File: config.mk
export PLATFORM = sky130hd
export DESIGN_NAME = led_pattern_ctrl
export DESIGN_NICKNAME = d
export VERILOG_FILES = /design/src/rtl/led_pattern_pkg.sv /design/src/rtl/btn_debounce.sv /design/src/rtl/led_pattern_ctrl.sv
export SDC_FILE = /design/constraint.sdc
export NUM_CORES = 1
export LEC_CHECK = 0
export CELL_PAD_IN_SITES_DETAIL_PLACEMENT = 1
export CELL_PAD_IN_SITES_GLOBAL_PLACEMENT = 2
export CORE_MARGIN = 5
export CORE_UTILIZATION = 39
export CTS_CLUSTER_DIAMETER = 100
export DETAILED_ROUTE_END_ITERATION = 10
export MAX_ROUTING_LAYER = met4
export PLACE_DENSITY_LB_ADDON = 0.15
export SKIP_LAST_GASP = 1
export SYNTH_ARGS = -nofsm -noshare
export SYNTH_HDL_FRONTEND = slang
export SYNTH_SLANG_ARGS = --single-unit
File: constraint.sdc
create_clock -name clk -period 3.7 [get_ports clk]
set_input_delay 0.555 -clock clk [delete_from_list [all_inputs] [get_ports clk]]
set_output_delay 0.555 -clock clk [all_outputs]
set_load 0.01 [all_outputs]
File: src/rtl/led_pattern_pkg.sv
// Shared types and constants for the LED pattern sequencer.
package led_pattern_pkg;

    typedef enum logic [1:0] {
        ROT_R  = 2'b00,
        ROT_L  = 2'b01,
        BOUNCE = 2'b10,
        LFSR   = 2'b11
    } mode_e;

    typedef enum logic {
        DIR_LEFT  = 1'b0,
        DIR_RIGHT = 1'b1
    } dir_e;

    localparam logic [7:0] LED_RESET_VAL = 8'h01;
    localparam logic [7:0] LFSR_TAPS     = 8'hB8;
    localparam int unsigned PRESC_W      = 27;

    // Taps 7,5,4,3 of the current pattern.
    function automatic logic lfsr_fb(input logic [7:0] v);
        return ^(v & LFSR_TAPS);
    endfunction

endpackage

File: src/rtl/btn_debounce.sv
// Two-flop synchronizer, consecutive-sample debounce counter and a one-cycle
// pulse on each accepted rising edge of the button level.
module btn_debounce #(
    parameter int unsigned DEB_CYCLES = 1000000
) (
    input  logic clk,
    input  logic reset,
    input  logic btn,
    output logic press
);

    localparam int unsigned CW = (DEB_CYCLES > 1) ? $clog2(DEB_CYCLES) : 1;
    localparam logic [CW-1:0] CNT_LAST = CW'(DEB_CYCLES - 1);

    logic          sync1_q, sync2_q;
    logic          level_q, level_d;
    logic          press_q, press_d;
    logic [CW-1:0] cnt_q, cnt_d;

    always_comb begin
        cnt_d   = cnt_q;
        level_d = level_q;
        press_d = 1'b0;
        if (sync2_q == level_q) begin
            cnt_d = '0;
        end else if (cnt_q == CNT_LAST) begin
            cnt_d   = '0;
            level_d = sync2_q;
            press_d = sync2_q;
        end else begin
            cnt_d = cnt_q + CW'(1);
        end
    end

    always_ff @(posedge clk or negedge reset) begin
        if (!reset) begin
            sync1_q <= 1'b0;
            sync2_q <= 1'b0;
            level_q <= 1'b0;
            press_q <= 1'b0;
            cnt_q   <= '0;
        end else begin
            sync1_q <= btn;
            sync2_q <= sync1_q;
            level_q <= level_d;
            press_q <= press_d;
            cnt_q   <= cnt_d;
        end
    end

    assign press = press_q;

endmodule

File: src/rtl/led_pattern_ctrl.sv
// LED pattern sequencer: tick prescaler, debounced mode/speed buttons and mode FSM.
// Define LED_PATTERN_LFSR_EN to include the LFSR pattern mode.
module led_pattern_ctrl
    import led_pattern_pkg::*;
#(
    parameter int unsigned TICK_DIV   = 100000000,
    parameter int unsigned DEB_CYCLES = 1000000
) (
    input  logic       clk,
    input  logic       reset,
    input  logic       btn_mode,
    input  logic       btn_speed,
    input  logic       run,
    output logic [7:0] led,
    output logic [1:0] mode,
    output logic [1:0] speed,
    output logic       tick
);

    logic               mode_press, speed_press, any_press;
    logic               tick_raw, tick_int;
    logic [PRESC_W-1:0] presc_q, presc_d, limit;
    logic [1:0]         speed_q, speed_d;
    logic [7:0]         led_q, led_d;
    mode_e              mode_q, mode_d;
    dir_e               dir_q, dir_d;

    btn_debounce #(.DEB_CYCLES(DEB_CYCLES)) u_deb_mode (
        .clk   (clk),
        .reset (reset),
        .btn   (btn_mode),
        .press (mode_press)
    );

    btn_debounce #(.DEB_CYCLES(DEB_CYCLES)) u_deb_speed (
        .clk   (clk),
        .reset (reset),
        .btn   (btn_speed),
        .press (speed_press)
    );

    assign any_press = mode_press | speed_press;
    assign limit     = PRESC_W'(TICK_DIV) >> speed_q;
    assign tick_raw  = run & (presc_q == (limit - PRESC_W'(1)));
    // A press restarts the period, so a coincident tick is dropped.
    assign tick_int  = tick_raw & ~any_press;

    always_comb begin
        presc_d = presc_q;
        if (any_press) begin
            presc_d = '0;
        end else if (run) begin
            presc_d = tick_raw ? '0 : presc_q + PRESC_W'(1);
        end
    end

    assign speed_d = speed_q + {1'b0, speed_press};

    always_comb begin
        mode_d = mode_q;
        case (mode_q)
            ROT_R:  if (mode_press) mode_d = ROT_L;
            ROT_L:  if (mode_press) mode_d = BOUNCE;
`ifdef LED_PATTERN_LFSR_EN
            BOUNCE: if (mode_press) mode_d = LFSR;
            LFSR:   if (mode_press) mode_d = ROT_R;
`else
            BOUNCE: if (mode_press) mode_d = ROT_R;
`endif
            default: mode_d = ROT_R;
        endcase
    end

    always_comb begin
        led_d = led_q;
        dir_d = dir_q;
        if (mode_press) begin
            led_d = LED_RESET_VAL;
            dir_d = DIR_LEFT;
        end else if (tick_int) begin
            if (led_q == 8'h00) begin
                led_d = LED_RESET_VAL;
            end else begin
                case (mode_q)
                    ROT_R: led_d = {led_q[0], led_q[7:1]};
                    ROT_L: led_d = {led_q[6:0], led_q[7]};
                    BOUNCE: begin
                        if (dir_q == DIR_LEFT) begin
                            if (led_q[7]) begin
                                dir_d = DIR_RIGHT;
                                led_d = {1'b0, led_q[7:1]};
                            end else begin
                                led_d = {led_q[6:0], 1'b0};
                            end
                        end else begin
                            if (led_q[0]) begin
                                dir_d = DIR_LEFT;
                                led_d = {led_q[6:0], 1'b0};
                            end else begin
                                led_d = {1'b0, led_q[7:1]};
                            end
                        end
                    end
`ifdef LED_PATTERN_LFSR_EN
                    LFSR: led_d = {led_q[6:0], lfsr_fb(led_q)};
`else
`endif
                    default: led_d = LED_RESET_VAL;
                endcase
            end
        end
    end

    always_ff @(posedge clk or negedge reset) begin
        if (!reset) begin
            presc_q <= '0;
            speed_q <= 2'd0;
            mode_q  <= ROT_R;
            dir_q   <= DIR_LEFT;
            led_q   <= LED_RESET_VAL;
        end else begin
            presc_q <= presc_d;
            speed_q <= speed_d;
            mode_q  <= mode_d;
            dir_q   <= dir_d;
            led_q   <= led_d;
        end
    end

    assign led   = led_q;
    assign mode  = mode_q;
    assign speed = speed_q;
    assign tick  = tick_int;

endmodule

* Yosys cells after proc, flatten, opt, wreduce, memory -nomap -nowiden
Index checks and enable logic that the tools add are counted.
** Cells by class
- $add $sub $neg :: 5
- Multiply operators :: 0
- Div/mod/pow operators :: 0
- $lt $le $gt $ge :: 0
- Equality and inequality tests :: 11
- Shifts and indexed selects :: 1
- Mux-type cells :: 29
- Bitwise gates (word level) :: 6
- Reductions and logical operators :: 9
** Operators with widths (count)
- $mux 27 :: 3
- $mux 20 :: 4
- $mux 8 :: 6
- $add 20x1->20 const B :: 2
- $eq 20x20->1 const B :: 2
- $add 27x1->27 const B :: 1
- $eq 27x27->1 :: 1
- $shr 27x2->27 const A :: 1
- $sub 27x1->27 const B :: 1
- $pmux 8 s3 :: 1
- $mux 1 :: 11
- $logic_not 8->1 :: 1
- $ne 2x1->1 const B :: 4
- $mux 2 :: 3
- $pmux 2 s3 :: 1
- $reduce_and 3->1 :: 2
- $reduce_bool 2->1 :: 3
- $reduce_and 2->1 :: 2
- $not 1->1 :: 3
- $add 2x1->2 :: 1
- $and 1x1->1 :: 2
- $eq 1x1->1 :: 2
- $eq 2x1->1 const B :: 1
- $eq 2x2->1 const B :: 1
- 2 further kinds :: 2
** Word-level totals
- Register bits :: 88
- Bits in latches :: 0
- RAM bits :: 0
- ROM bits :: 0
- Bits of input ports :: 5
- Output and inout bits :: 13
- Word-level logic and storage cells :: 76
- Memories kept :: 0

* Longest topological paths before layout
- Depth in word-level cells :: 7
- Gate-level depth with buffers :: 10
- Mapped depth without buffers :: 8

* Modules after synthesis
From an unflattened synthesis, not the netlist that was laid out.
** Second synthesis, totals
- Cell total of the unflattened synthesis :: 535
- Area total of the unflattened synthesis :: 4909.7 µm²
** Modules (own cells, without submodules)
- led_pattern_ctrl :: instances 1, cells each 303, area an instance 2637.5 µm², seq. area each 1002.2 µm²
- btn_debounce :: instances 2, cells each 116, area an instance 1136.1 µm², seq. area each 600.6 µm²

* Worst setup path after synthesis
OpenSTA, ideal clock, no wires.
- Path kind :: reg2out
- Start :: register speed_q[0], in the netlist speed[0]
- End :: output port tick
- Arrival :: 2.387 ns
- Required time :: 3.145 ns
- Slack :: 0.758 ns
- Stages on the path, launching flop included :: 10
- Path buffers :: 2
- Cells stage by stage :: dfrtp_1 -> buf_6 -> nand2_1 -> ha_1 -> xnor2_1 -> a2111oi_4 -> nand3b_1 -> or4b_1 -> buf_2 -> nor2_1
** Between the ends
- Cells in the longest elaborated chain, start to end :: 5
** Ends and longest elaborated chain
- from (decl) :: line led_pattern_ctrl.sv:23 : logic [1:0] speed_q, speed_d;
- from (signal assigned) :: line led_pattern_ctrl.sv:123 : speed_q <= speed_d;
- $shr 27x2->27 :: line led_pattern_ctrl.sv:43 : assign limit = PRESC_W'(TICK_DIV) >> speed_q;
- $sub 27x1->27 :: line led_pattern_ctrl.sv:44 : assign tick_raw = run & (presc_q == (limit - PRESC_W'(1)));
- $eq 27x27->1 :: line led_pattern_ctrl.sv:44
- $and 1x1->1 :: line led_pattern_ctrl.sv:44
- $and 1x1->1 :: line led_pattern_ctrl.sv:46 : assign tick_int = tick_raw & ~any_press;
- to (decl) :: line led_pattern_ctrl.sv:17 : output logic tick
Every way passes these cells.

* Worst setup path in the final report
Same ends and word-level chain as after synthesis.

==> out/qor.csv <==
metric;value;unit
crit-path cells;nand2b_1, ha_1, xnor2_1, a2111oi_4, nand3b_1, or4b_4, nor2_2, dlymetal6s2s_1;
io pins;18;
Initial Util;40.17;%
R2R Setup Slk;0.69;ns
DRT iter0 DRCs;152;
MaxCap Viol Count;0;
Clock Sinks;88;
pwr/cell area;403.3;nW/um2
CP max-delay cell;or4b_4;
crit-path leading delay family;simple AND/OR/NAND/NOR gates;
Via density;5.547;
Post-synth EDFFs;0;
Tcrit/Tclk final;86.57;%
RSZ-0062 raised after global routing;no;
grt ovf;0;
CTS Buffer Depth;2;
Slew Viols, Final;0;
Critical Path End Type;primary output;
placed wire-length estimate;8199;um
Compound-Gate Fraction of Synth Area;9.954;%
Worst Path Required;3.14;ns
syn nets;500;
sequential area share after synthesis;47.63;%
Worst R2R Path Depth;9;
status;complete, no violations;
final setup violation count;0;
sum of negative setup slack;0;ns
largest net degree at the start of global routing;43;
vias in the first global route;3874;
most frequent cells in the layout;86 x dfrtp_1, 77 x nor2_1, 53 x nand2_1, 36 x xor2_1, 31 x nand3_1;
gr usage total;18.06;%
Die ar.;14140;um2
Worst Skew;0.005512;ns
root buffer cell;clkbuf_16;
Cell variety after synth;56;
critical path's largest stage delay;0.51;ns
H-tree lvl count;3;
largest family of logic cells by synthesized area;simple AND/OR/NAND/NOR gates;
number of vias after detailed routing;3650;
Slew @ Worst Pin;0.8219;ns
Area Overhead vs Synth;14.31;%
Synth Area in XOR/XNOR;10.79;%
chip height;118.9;um
IO buf count;17;
Worst-path clk slew;0.06;ns
critical path arrival;2.65;ns
fin util;45.91;%
CTS tree;done;
worst path bufs/invs;1;
crit path launch type;flop;
initial antenna violation count;0;
FP Rows;39;
1st-pass router iterations;4;
crit path time final;3.203;ns
Critical R2R Capture;led[0];
peak supply drop;310.8;uV
synth warn;0;
most common cell after layout, fill and taps aside;dfrtp_1;
mux contribution to synthesized area;1.569;%
ys async rst share;100.0;%
Routability Congestion;0.8195;
# diodes;0;
Clock Latency Late Sink;0.35;ns
WS Path Type;reg2out;
Die W;118.9;um
Post-synth top flop;dfrtp_1;
leakage power;0.002193;uW
share of layout cells above drive strength 1;6.990;%
Post-Syn Instances;490;
final WL;11720;um
# Post-CTS Setup Buffers;0;
final hold violation count;0;
fin nets;522;
Yosys reg bits;88;
mapped cell area;4626;um2
Post-Place Cell Area;4969;um2
Antenna Violating Nets Remaining;0;
post-synthesis simple-gate area fraction;26.40;%
first-pass GRT wire length;19950;um
Synth Area in Adders;1.352;%
Final Instance Area;5288;um2
Remaining DRCs;0;
reg-to-reg startpoint;speed[0];
DR WL/cell;17.81;um
Max Fclk;0.3122;GHz
Syn Area/Cell;9.440;um2
worst hold path class;in2async;
relative slew slack;44.70;%
TritonCTS Buffers;9;
core box area;11520;um2
critical-path maximum fanout;7;
[Yosys cell counts (7+ instances only)]
| cell | n | area [um2] |
|---|---|---|
| and3_1 | 8 | 50.05 |
| inv_1 | 10 | 37.54 |
| nand3_1 | 31 | 155.2 |
| clkbuf_1 | 10 | 37.54 |
| xor2_1 | 36 | 315.3 |
| nor2_1 | 78 | 292.8 |
| a21oi_1 | 13 | 65.06 |
| nand4_1 | 16 | 100.1 |
| xnor2_1 | 21 | 183.9 |
| o21ai_0 | 11 | 55.05 |
| nor3_1 | 9 | 45.04 |
| and4_1 | 8 | 70.07 |
| dfrtp_1 | 87 | 2177 |
| o21ai_1 | 7 | 35.03 |
| nand2_1 | 53 | 198.9 |
[per-stage QoR]
stage	power (uW)	cells	hold WS (ns)	setup slack, ns
final	2132	658	0.1992	0.4970
after global routing	2235	658	0.2466	0.3649
after CTS	2169	658	0.2215	0.006011
after detailed placement	1190	644	0.3363	0.2141
after global placement	1181	644	0.3384	0.2518
after floorplan	1121	490	0.2594	0.7583
[worst reg2reg max path, cell delays in order, from the launching register on]
cell	delay, ns
dfrtp_2	0.44
nand2b_1	0.16
ha_1	0.28
xnor2_1	0.16
a2111oi_4	0.35
nand3b_1	0.12
or4b_4	0.51
buf_4	0.20
a2111o_1	0.51
a2bb2oi_1	0.20
[sequential cells by signal (all words and copies together) (netlist names)]
register / flops
u_deb_mode.level_q: 1
u_deb_speed.press: 1
u_deb_speed.cnt_q: 20
u_deb_mode.cnt_q: 20
dir_q: 1
mode: 2
u_deb_mode.press: 1
presc_q: 27
led: 8
u_deb_speed.sync2_q: 1
u_deb_speed.sync1_q: 1
u_deb_mode.sync1_q: 1
speed: 2
u_deb_speed.level_q: 1
u_deb_mode.sync2_q: 1
[routing by layer]
layer / vias to the layer above / global-route usage, % / wire (um) / part of all wire, %
met1: 1837 / 22.72 / 5577 / 48
met3: 11 / 4.408 / 295 / 2.5
met4: 0 / 4.996 / 154 / 1.3
met2: 33 / 29.20 / 5689 / 49
met5: - / - / 0 / 0
li1: 1769 / - / - / -
[kinds of logic after synthesis]
kind of cell,after synthesis
AO/OA/AOI/OAI,64
XOR/XNOR,57
adder cells (fa/ha/maj),5
buffers and inverters,24
flip-flops,88
multiplexers,7
AND/OR/NAND/NOR,245
[report_power, final]
| group | switching (uW) | leakage [uW] | total [uW] | internal [uW] |
|---|---|---|---|---|
| Combinational | 68.0 | 0.000860 | 110 | 41.7 |
| Sequential | 61.4 | 0.00119 | 1060 | 998 |
| Clock | 378 | 0.000144 | 963 | 585 |
| Total | 508 | 0.00219 | 2130 | 1620 |
[how the worst max path moves through the flow]
| stage | start | endpoint | cells after the start |
|---|---|---|---|
| floorplan | speed[0] | tick | 9 |
| global placement | run | tick | 7 |
| detailed placement | run | tick | 7 |
| CTS | speed[0] | tick | 8 |
| global route | speed[0] | tick | 8 |
| finish | speed[0] | tick | 8 |
[cell type report]
class	instances	area (um2)
Tap cell	143	178.9
Clock buffer	9	225.2
Clock inverter	5	83.83
Fill cell	1321	6228
Multi-Input combinational cell	378	2327
Sequential cell	88	2205
Inverter	10	37.54
Timing Repair Buffer	25	230.2
[repair_timing]
action / CTS / global route
endpoints found under the setup margin: 1 / 1
resized for setup: 1 / 3
pin swaps: 0 / 0
hold buffers: 0 / 0
(Power assumes the default switching activity.)
